### config.mk
export PLATFORM = sky130hd
export DESIGN_NAME = if_id_queue
export DESIGN_NICKNAME = d
export VERILOG_FILES = /design/src/rtl/datapath_pkg.sv /design/src/rtl/queue_ram.sv /design/src/rtl/if_id_queue.sv
export SDC_FILE = /design/constraint.sdc
export NUM_CORES = 1
export LEC_CHECK = 0
export ABC_AREA = 1
export CAP_MARGIN = 15
export CORE_ASPECT_RATIO = 1.5
export CORE_MARGIN = 4
export CORE_UTILIZATION = 43
export CTS_BUF_LIST = sky130_fd_sc_hd__clkbuf_16
export CTS_CLUSTER_SIZE = 30
export DETAILED_ROUTE_END_ITERATION = 12
export PLACE_DENSITY = 0.74
export SLEW_MARGIN = 10
export SYNTH_ARGS = -nofsm -noshare
export SYNTH_HDL_FRONTEND = slang
export SYNTH_SLANG_ARGS = --single-unit
export TNS_END_PERCENT = 20
### constraint.sdc
create_clock -name reloj -period 2.86 [get_ports reloj]
set_clock_uncertainty 0.1 [all_clocks]
set_input_delay 0.858 -clock reloj [delete_from_list [all_inputs] [get_ports reloj]]
set_output_delay 0.858 -clock reloj [all_outputs]
set_load 0.01 [all_outputs]
### src/rtl/datapath_pkg.sv
`default_nettype none
// ============================================================================
// Module   : datapath_pkg
// Brief    : Constants shared by the fetch, fetch-to-decode queue and decode
//            stages of the instruction datapath.
// Revision : 1.0 - initial release
// ============================================================================
package datapath_pkg;

  localparam int PC_W    = 6;
  localparam int INSTR_W = 32;

  // Instruction presented to decode when there is nothing to issue (bubble)
  localparam logic [31:0] NOP_INSTR = 32'h0000_0000;

  // PC presented alongside a bubble and after reset
  localparam logic [5:0]  PC_RESET  = 6'h00;

endpackage : datapath_pkg
`default_nettype wire

### src/rtl/queue_ram.sv
`default_nettype none
// ============================================================================
// Module   : queue_ram
// Brief    : DEPTH-entry register array, synchronous write, asynchronous read.
//            Contents are never reset; validity is tracked by the owner.
// Revision : 1.0 - initial release
// ============================================================================
module queue_ram #(
  parameter int DEPTH = 2,
  parameter int WIDTH = 38
) (
  input  logic                     i_clk,
  input  logic                     i_we,
  input  logic [$clog2(DEPTH)-1:0] i_waddr,
  input  logic [WIDTH-1:0]         i_wdata,
  input  logic [$clog2(DEPTH)-1:0] i_raddr,
  output logic [WIDTH-1:0]         o_rdata
);

  logic [WIDTH-1:0] r_mem [DEPTH];

  // Capture the write data into the addressed entry
  always_ff @(posedge i_clk) begin
    if (i_we) begin
      r_mem[i_waddr] <= i_wdata;
    end
  end

  assign o_rdata = r_mem[i_raddr];

endmodule : queue_ram
`default_nettype wire

### src/rtl/if_id_queue.sv
`default_nettype none
// ============================================================================
// Module   : if_id_queue
// Brief    : Fetch-to-decode circular queue of {PC, instruction} pairs with
//            valid/ready handshakes on both sides and a redirect flush.
// Revision : 1.0 - initial release
// ============================================================================
module if_id_queue #(
  parameter int DEPTH   = 2,
  parameter int PC_W    = datapath_pkg::PC_W,
  parameter int INSTR_W = datapath_pkg::INSTR_W
) (
  input  logic                     reloj,
  input  logic                     reset,
  input  logic [PC_W-1:0]          pc_in,
  input  logic [INSTR_W-1:0]       instr_in,
  input  logic                     in_valid,
  output logic                     in_ready,
  input  logic                     flush,
  output logic [PC_W-1:0]          pc_out,
  output logic [PC_W-1:0]          pc_plus1_out,
  output logic [INSTR_W-1:0]       instr_out,
  output logic                     out_valid,
  input  logic                     out_ready,
  output logic [$clog2(DEPTH):0]   count
);

  import datapath_pkg::*;

  localparam int c_AW = $clog2(DEPTH);
  localparam int c_CW = c_AW + 1;
  localparam int c_EW = PC_W + INSTR_W;

  logic [c_AW-1:0] r_wr_ptr;
  logic [c_AW-1:0] r_rd_ptr;
  logic [c_CW-1:0] r_count;

  logic            w_push;
  logic            w_pop;
  logic [c_EW-1:0] w_rd_entry;

  // Readiness depends on occupancy only, so a full queue never accepts a
  // push even if decode pops in the same cycle.
  assign in_ready  = (r_count < c_CW'(DEPTH));
  assign out_valid = (r_count != '0);
  assign w_push    = in_valid & in_ready;
  assign w_pop     = out_valid & out_ready;
  assign count     = r_count;

  // Storage write is suppressed during flush so the dropped pair never lands
  queue_ram #(
    .DEPTH (DEPTH),
    .WIDTH (c_EW)
  ) u_ram (
    .i_clk   (reloj),
    .i_we    (w_push & ~flush),
    .i_waddr (r_wr_ptr),
    .i_wdata ({pc_in, instr_in}),
    .i_raddr (r_rd_ptr),
    .o_rdata (w_rd_entry)
  );

  // Pointer and occupancy update; flush overrides any handshake this cycle
  always_ff @(posedge reloj or negedge reset) begin
    if (!reset) begin
      r_wr_ptr <= '0;
      r_rd_ptr <= '0;
      r_count  <= '0;
    end else if (flush) begin
      r_wr_ptr <= '0;
      r_rd_ptr <= '0;
      r_count  <= '0;
    end else begin
      if (w_push) begin
        r_wr_ptr <= r_wr_ptr + c_AW'(1);
      end
      if (w_pop) begin
        r_rd_ptr <= r_rd_ptr + c_AW'(1);
      end
      if (w_push && !w_pop) begin
        r_count <= r_count + c_CW'(1);
      end else if (w_pop && !w_push) begin
        r_count <= r_count - c_CW'(1);
      end
    end
  end

  // Empty queue shows decode a bubble rather than stale storage
  always_comb begin
    pc_out    = PC_W'(PC_RESET);
    instr_out = INSTR_W'(NOP_INSTR);
    if (out_valid) begin
      pc_out    = w_rd_entry[c_EW-1:INSTR_W];
      instr_out = w_rd_entry[INSTR_W-1:0];
    end
  end

  assign pc_plus1_out = pc_out + PC_W'(1);

endmodule : if_id_queue
`default_nettype wire
After elaboration in Yosys (flattened, before gate mapping)
Memories as Yosys holds them, arrays and structs flattened.
Index checks and enable logic that the tools add are counted.
{"block": "word_totals", "n_memories": 1, "elab_cells": 33, "input_bits": 43, "ramBits": 76, "out_inout_bits": 48, "register_bits": 4}
{"name": "u_ram.r_mem", "words": 2, "word_bits": 38, "read_ports": 1, "rd_ports_with_merged_regs": 0, "wr": 1, "line": "queue_ram.sv:20", "rtl": "logic [WIDTH-1:0] r_mem [DEPTH];"}
{"block": "classes", "bitwise_logic": 4, "reduce_logical": 8, "addsub": 5, "mux": 11, "order_cmp": 1}
{"cell": "two-way mux 32 bit", "count": 1}
{"cell": "adder 6 x 1 -> 6 bit, second input constant", "count": 1}
{"cell": "two-way mux 1 bit", "count": 6}
{"cell": "two-way mux 2 bit", "count": 3}
{"cell": "two-way mux 6 bit", "count": 1}
{"cell": "nonzero test 2 bit", "count": 3}
{"cell": "bitwise AND 1 bit", "count": 3}
{"cell": "nonzero test 3 bit", "count": 1}
{"cell": "adder 1 bit, second input constant", "count": 2}
{"cell": "adder 2 x 1 -> 2 bit, second input constant", "count": 1}
{"cell": "logical AND 1 bit", "count": 2}
{"cell": "zero test 1 bit", "count": 2}
{"cell": "< comparator 2 bit, second input constant", "count": 1}
{"cell": "subtractor 2 x 1 -> 2 bit, second input constant", "count": 1}
{"cell": "inverter 1 bit", "count": 1}

Depth between registers and ports, before layout
Gate-level depths: netlist of run 1.
{"block": "logic_depth", "word_depth": 7, "depth_mapped": 11, "mapped_depth_nobuf": 11}

Modules after synthesis
A second synthesis of run 1 with hierarchy kept.
{"block": "hier_totals", "hier_cells": 334, "area_unflattened_um2": 3445.8}
{"module": "queue_ram", "cells_per_inst": 203, "area_each_um2": 2798.9, "instances": 1}
{"module": "if_id_queue", "cells_per_inst": 131, "area_each_um2": 646.9, "instances": 1}

Worst setup path after synthesis of run 1
OpenSTA, ideal clock, no wires.
{"block": "synth_path", "kind": "input-to-reg", "start": "input port in_valid", "end": "memory u_ram.r_mem[0][0] (enable)", "setup_time_ps": 433, "t_arrival_ps": 2682, "path_stages": 4, "required_time_ps": 2327, "path_slack_ps": -356, "path_cell_list": "nand2_1 inv_1 nand2_1 nor2_1"}
{"block": "synth_between", "elab_chain_len": 4}
{"element": "start: declaration", "line": "if_id_queue.sv:17", "rtl": "input logic in_valid,"}
{"element": "bitwise AND 1 bit", "line": "if_id_queue.sv:46", "rtl": "assign w_push = in_valid & in_ready;"}
{"element": "bitwise AND 1 bit", "line": "if_id_queue.sv:56", "rtl": ".i_we (w_push & ~flush),"}
{"element": "two-way mux 1 bit", "line": "queue_ram.sv:24", "rtl": "if (i_we) begin"}
{"element": "two-way mux 1 bit (implied by the code)", "line": "queue_ram.sv:25", "rtl": "r_mem[i_waddr] <= i_wdata;"}
{"element": "end: declaration", "line": "queue_ram.sv:20"}
No other way between the ends.

Worst setup path after layout of run 1
{"block": "layout_path", "start": "register r_rd_ptr", "end": "output port pc_out[3]"}
{"block": "layout_between", "elab_chain_len": 2}
{"element": "start: declaration", "line": "if_id_queue.sv:35", "rtl": "logic [c_AW-1:0] r_rd_ptr;"}
{"element": "start signal: assignment", "line": "if_id_queue.sv:78", "rtl": "r_rd_ptr <= r_rd_ptr + c_AW'(1);"}
{"element": "memory (2 x 38 bit)"}
{"element": "two-way mux 6 bit", "line": "if_id_queue.sv:92", "rtl": "if (out_valid) begin"}
{"element": "end: declaration", "line": "if_id_queue.sv:20", "rtl": "output logic [PC_W-1:0] pc_out,"}
No other way between the ends.

==> results of run 1 <==
[power groups by stage]
stage / Sequential, W / Combinational (W) / Clock, W
2_1_floorplan: 0.00144 / 0.000552 / 0
3_3_place_gp: 0.00144 / 0.00122 / 0
3_5_place_dp: 0.00144 / 0.00123 / 0
4_1_cts: 0.00142 / 0.00117 / 0.00108
5_1_grt: 0.00143 / 0.00126 / 0.00113
6_report: 0.00142 / 0.00114 / 0.00105
[metrics by stage]
| stage | hold slack, ps | total power, W | TNS, ps |
|---|---|---|---|
| after detailed placement | 461 | 0.00267 | 0 |
| after CTS | 469 | 0.00367 | -133 |
| after global placement | 434 | 0.00266 | 0 |
| final | 458 | 0.00361 | 0 |
| after global routing | 498 | 0.00382 | -25.7 |
| after floorplan | 379 | 0.00199 | -10840 |
[cells by family after synthesis]
kind of cell	Yosys count
adder cells (fa/ha/maj)	1
AND/OR/NAND/NOR	119
AO/OA/AOI/OAI	40
flip-flops	80
buffers and inverters	23
[final cells by class]
type | instances | area [µm²] | area share (%)
clock buffers | 9 | 225 | 4.90
multi-input cells | 160 | 719 | 15.6
flip-flops and latches | 80 | 2390 | 51.9
well taps | 100 | 125 | 2.72
clock inverters | 7 | 53.8 | 1.17
repair buffers | 104 | 1040 | 22.7
inverters | 12 | 45.0 | 0.980
[per-layer routing]
| metal | GRT usage (%) | vias up | routed length, µm |
|---|---|---|---|
| met5 | 0 | - | 0 |
| met4 | 9.22 | 0 | 247 |
| met1 | 17.2 | 1059 | 2410 |
| met2 | 28.9 | 75 | 3810 |
| li1 | - | 1109 | - |
| met3 | 4.42 | 18 | 348 |
[state kept, by name, summed over array words and instances, names as in the netlist]
register and cells:
count 2, r_wr_ptr 1, u_ram.r_mem 76, r_rd_ptr 1
[worst max-delay path, cell delays in order, from the launching register on]
cell             delay, ps
dfrtp_2                440
inv_2                   70
buf_4                  150
nand2_1                 60
nand2_1                 60
nand2_1                 80
inv_2                   80
clkdlybuf4s50_1        530
[layout by cell type (no fill, tap or decap), types with 5 or more instances in the layout]
| cell type | instances |
|---|---|
| a21oi_1 | 33 |
| buf_4 | 8 |
| clkbuf_16 | 9 |
| clkdlybuf4s50_1 | 51 |
| dlygate4sd2_1 | 25 |
| dlymetal6s2s_1 | 12 |
| edfxtp_1 | 76 |
| inv_1 | 9 |
| nand2_1 | 94 |
| nand3_1 | 5 |
| nor2_1 | 8 |
[final timing paths]
kind / startpoint / end / slack [ps] / depth (start not counted)
setup reg to reg: count[1] / u_ram.r_mem[0][19] / 1190 / 6
min in group asynchronous: reset / r_wr_ptr / 640 / 1
setup / recovery: r_rd_ptr / pc_out[3] / 100 / 7
hold / removal: r_wr_ptr / r_wr_ptr / 460 / 1
hold reg to reg: r_wr_ptr / r_wr_ptr / 460 / 1
max in group asynchronous: reset / r_rd_ptr / 1840 / 1
[repair_timing]
item                                   in CTS  in global routing
gates resized for setup                    32                 24
buffers inserted                            2                  0
endpoints found under the hold margin       0                  0
pin swaps                                   0                  1
hold buffers                                0                  0
cloned                                      0                  0
setup endpoints to repair                  33                 17
==> metrics.txt, run 1 <==
Filler cells 592; Post-synth ARST share 5.00%; CP Capture Type output pin; Top FF cell, synth edfxtp_1; EDFF count, synth 76; final slew viol count 0; total core area 7230 µm²; combinational share of power 31.5%; Non-Filler Instances 472; Max Fclk 0.362 GHz; fin nets 411; count of final setup violators 0; Site Rows 38; Core Util, Final 63.6%; Leak 1.98 nW; Total GRT Usage 16.3%; largest family of logic cells by synthesized area simple AND/OR/NAND/NOR gates; hold crit path type register to register; Tmin final 2760 ps; Clk pwr share 29.1%; worst slew pin tran 257 ps; initial antenna violation count 0; Iter 0 DRT Violations 152; Clock Path Buffers 2; top cells by area, synth edfxtp_1, nand2_1, a21oi_1, dfrtp_1, buf_2; post-synthesis net count 307; Synth area leader edfxtp_1; adder-cell share of the synthesized area 0.393%; # H-tree levels 3; Synth-to-Final Area Change 44.4%; drt wl/cell 14.4 µm; CTS root buf clkbuf_16; layout cells sized above 1 12.6%; Synth Area in XOR/XNOR 0%; hpwl dp 4.74 mm; largest net degree at the start of global routing 39; Final Cell Area 4600 µm²; top cells by count, synth nand2_1, edfxtp_1, a21oi_1; kind of critical path register to output pin; ratio of final minimum period to clock period 96.5%; RSZ-0062 raised after global routing true; Pint 0.00256 W; global-route wire length before repair 10.8 mm; ant diodes 0; # DRC 0; sequential power share 39.4%; startpoint class of the critical path register; Compound-Gate Fraction of Synth Area 6.33%; vias in the first global route 2,342; Die Wd 78.3 µm; worst ir drop on vdd 0.474 mV; status finished clean; Switching Share 29.0%; Max-Cap Viols 0; WP data required 1900 ps; via/cell ratio 4.79; Ys Warns 0; CP Max Fanout 7; placed cells 454; dpl ws 50.7 ps; cell area power density 786 nW/µm²; number of detailed-route iterations in the first pass 4; Yosys reg bits 80; most common cell in the synthesized netlist nand2_1; placed instance area 4280 µm²; post-synth top area share 71.7%; via count 2,261; Buffers on Ports 90; register area share after synthesis 74.8%; CTS tree built; Fin. Hold Viols 0; clock sinks 80; GR Overflow Total 0; PnR worst setup slack 99.9 ps; Yosys cell types 18; worst-skew pair later-pin latency 320 ps; switching power total 0.00105 W; final WL 6.81 mm; die height 113 µm; Post-Synthesis Cell Area 3180 µm²; ANT nets after route 0; cts bufs inserted 9; GPL Wtd Cong 0.754; die area 8870 µm²; Arr. time, crit path 1800 ps; Starting Density 44.1%; Clock Pin Slew Worst Setup and Hold Paths 50 ps; post-synthesis mux area share 0%; post-synthesis simple-gate area fraction 15.2%; Syn Inst Count 263; max_slew headroom 82.7%; Ports 91; syn avg cell area 12.1 µm²
No activity file was read; power rests on OpenSTA's default activity.
==> inputs of run 2 (changes only) <==
- CORE_ASPECT_RATIO: 1.5 -> unset
- MAX_ROUTING_LAYER: unset -> met4
==> run 2 against run 1 <==
  * Flip-flop and latch count did not move
  * Register-to-register slack about the same
  * Clock power is 11% higher
  * Hold slack better by 5.6 ps
  * Sequential share of layout area is 1.0 points lower
  * Core utilization up 1.3 points
  * Critical path type unchanged
==> metrics.txt, run 2 (synthesis gave the netlist of run 1 again) <==
cell area power density 803 nW/µm²; status finished clean; placed instance area 4280 µm²; cts hold-fix bufs 0; most frequent cells in the layout nand2_1, edfxtp_1, clkdlybuf4s50_1; hold path start r_wr_ptr; Tmin final 2790 ps; kind of critical path register to output pin; Final Cell Area 4690 µm²; cts bufs inserted 9; Clk pwr share 31.2%; Iter 0 DRT Violations 102; flop2flop setup slack 1180 ps; drt wl/cell 14.8 µm; final slew viol count 0; ant diodes 0; worst ir drop on vdd 0.406 mV; largest net degree at the start of global routing 35; worst slew pin tran 275 ps; RSZ-0062 raised after global routing true; Clock Path Buffers 2; GPL Wtd Cong 0.760; count of final setup violators 0; CTS root buf clkbuf_16; die height 94.1 µm; CTS tree built; Switching Share 28.8%; number of detailed-route iterations in the first pass 4; die area 8850 µm²; leading cell type in the layout, fill and taps excluded nand2_1; total core area 7210 µm²; Fin. Hold Viols 0; combinational share of power 30.9%; clock sinks 80; via/cell ratio 4.80; worst-skew pair later-pin latency 320 ps; Max Fclk 0.359 GHz; Starting Density 44.1%; final WL 7.00 mm; Reg with most FFs u_ram.r_mem; ANT nets after route 0; vias in the first global route 2,228; hold crit path type register to register; Pint 0.00268 W; CP Capture Type output pin; layout cells sized above 1 12.9%; Synth-to-Final Area Change 47.2%; Hold Path Depth 1; sequential power share 37.9%; hpwl dp 4.49 mm; global-route wire length before repair 10.5 mm; Die Wd 94.1 µm; via count 2,264; max FFs per register 76; Arr. time, crit path 1830 ps; WP data required 1900 ps; initial antenna violation count 0; # DRC 0; worst hold endpoint r_wr_ptr; Max-Cap Viols 0; # H-tree levels 3; ratio of final minimum period to clock period 97.4%; FF-to-FF path depth 6; fin nets 412; CP Max Fanout 34; RR Endpoint u_ram.r_mem[0][32]; Design Power 0.00376 W; Site Rows 31; reg2reg start count[1]; GR Overflow Total 0; Total GRT Usage 16.4%; Buffers on Ports 90; switching power total 0.00108 W; Leak 2.10 nW; max_slew headroom 81.7%; Clock Pin Slew Worst Setup and Hold Paths 60 ps; Ports 91; startpoint class of the critical path register
run 2: cell types whose count changed in the layout (fill, tap and decap cells not counted), moves of 2 or more:
cell,previous run,this run
dlygate4sd2_1,25,18
dlymetal6s2s_1,12,18
clkinv_1,4,0
buf_6,3,1
dfrtp_1,1,3
dfrtp_2,3,1
inv_1,9,11
inv_2,4,2
run 2: worst max-delay path: stages (launching register included):
cell             delay, ps
dfrtp_2                470
inv_4                  100
buf_12                 190
nand2_1                 70
a21oi_1                120
clkdlybuf4s50_1        550
run 2: power groups by stage:
stage	Sequential, W	Combinational, W	Clock (W)
floorplan	0.00144	0.000552	0
global placement	0.00144	0.00120	0
detailed placement	0.00144	0.00121	0
CTS	0.00142	0.00117	0.00121
global route	0.00143	0.00128	0.00125
finish	0.00143	0.00116	0.00117
run 2: final cells by class:
class / instances / area [µm²]
clock inverters: 7 / 88.8
inverters: 12 / 47.5
repair buffers: 105 / 1100
clock buffers: 9 / 225
multi-input cells: 160 / 719
well taps: 99 / 124
fillers: 570 / 2530
flip-flops and latches: 80 / 2380
run 2: worst max-delay path by stage:
stage,startpoint,slack [ps],cells after the start,to
4_1_cts,r_rd_ptr,-30,12,pc_plus1_out[4]
5_1_grt,r_rd_ptr,-90,12,pc_plus1_out[4]
3_5_place_dp,r_rd_ptr,80,10,pc_plus1_out[4]
2_1_floorplan,flush,-290,3,u_ram.r_mem[1][0]
6_report,r_rd_ptr,70,5,instr_out[23]
3_3_place_gp,r_rd_ptr,110,10,pc_plus1_out[4]
run 2: metal layers:
layer | track usage [%] | vias up | wire length, µm
li1 | - | 1112 | -
met1 | 19.0 | 1060 | 2890
met2 | 26.8 | 81 | 3530
met3 | 3.29 | 11 | 436
met4 | 8.90 | 0 | 148
met5 | - | - | 0
run 2: through the flow:
step                TNS, ps  instances  hold slack (ps)  setup WS [ps]  util [%]
floorplan            -10840        263              379           -285         -
global placement          0        452              432            106      59.3
detailed placement        0        452              451           82.2      59.3
CTS                   -32.8        469              469          -32.8      63.6
global route           -109        472              489          -88.2      64.9
finish                    0        472              464           74.7      64.9
run 2: what timing repair did:
item,CTS,global route
cloned,0,1
pin swaps,1,1
endpoints found under the setup margin,41,24
setup buffers,1,2
gates resized for setup,26,28
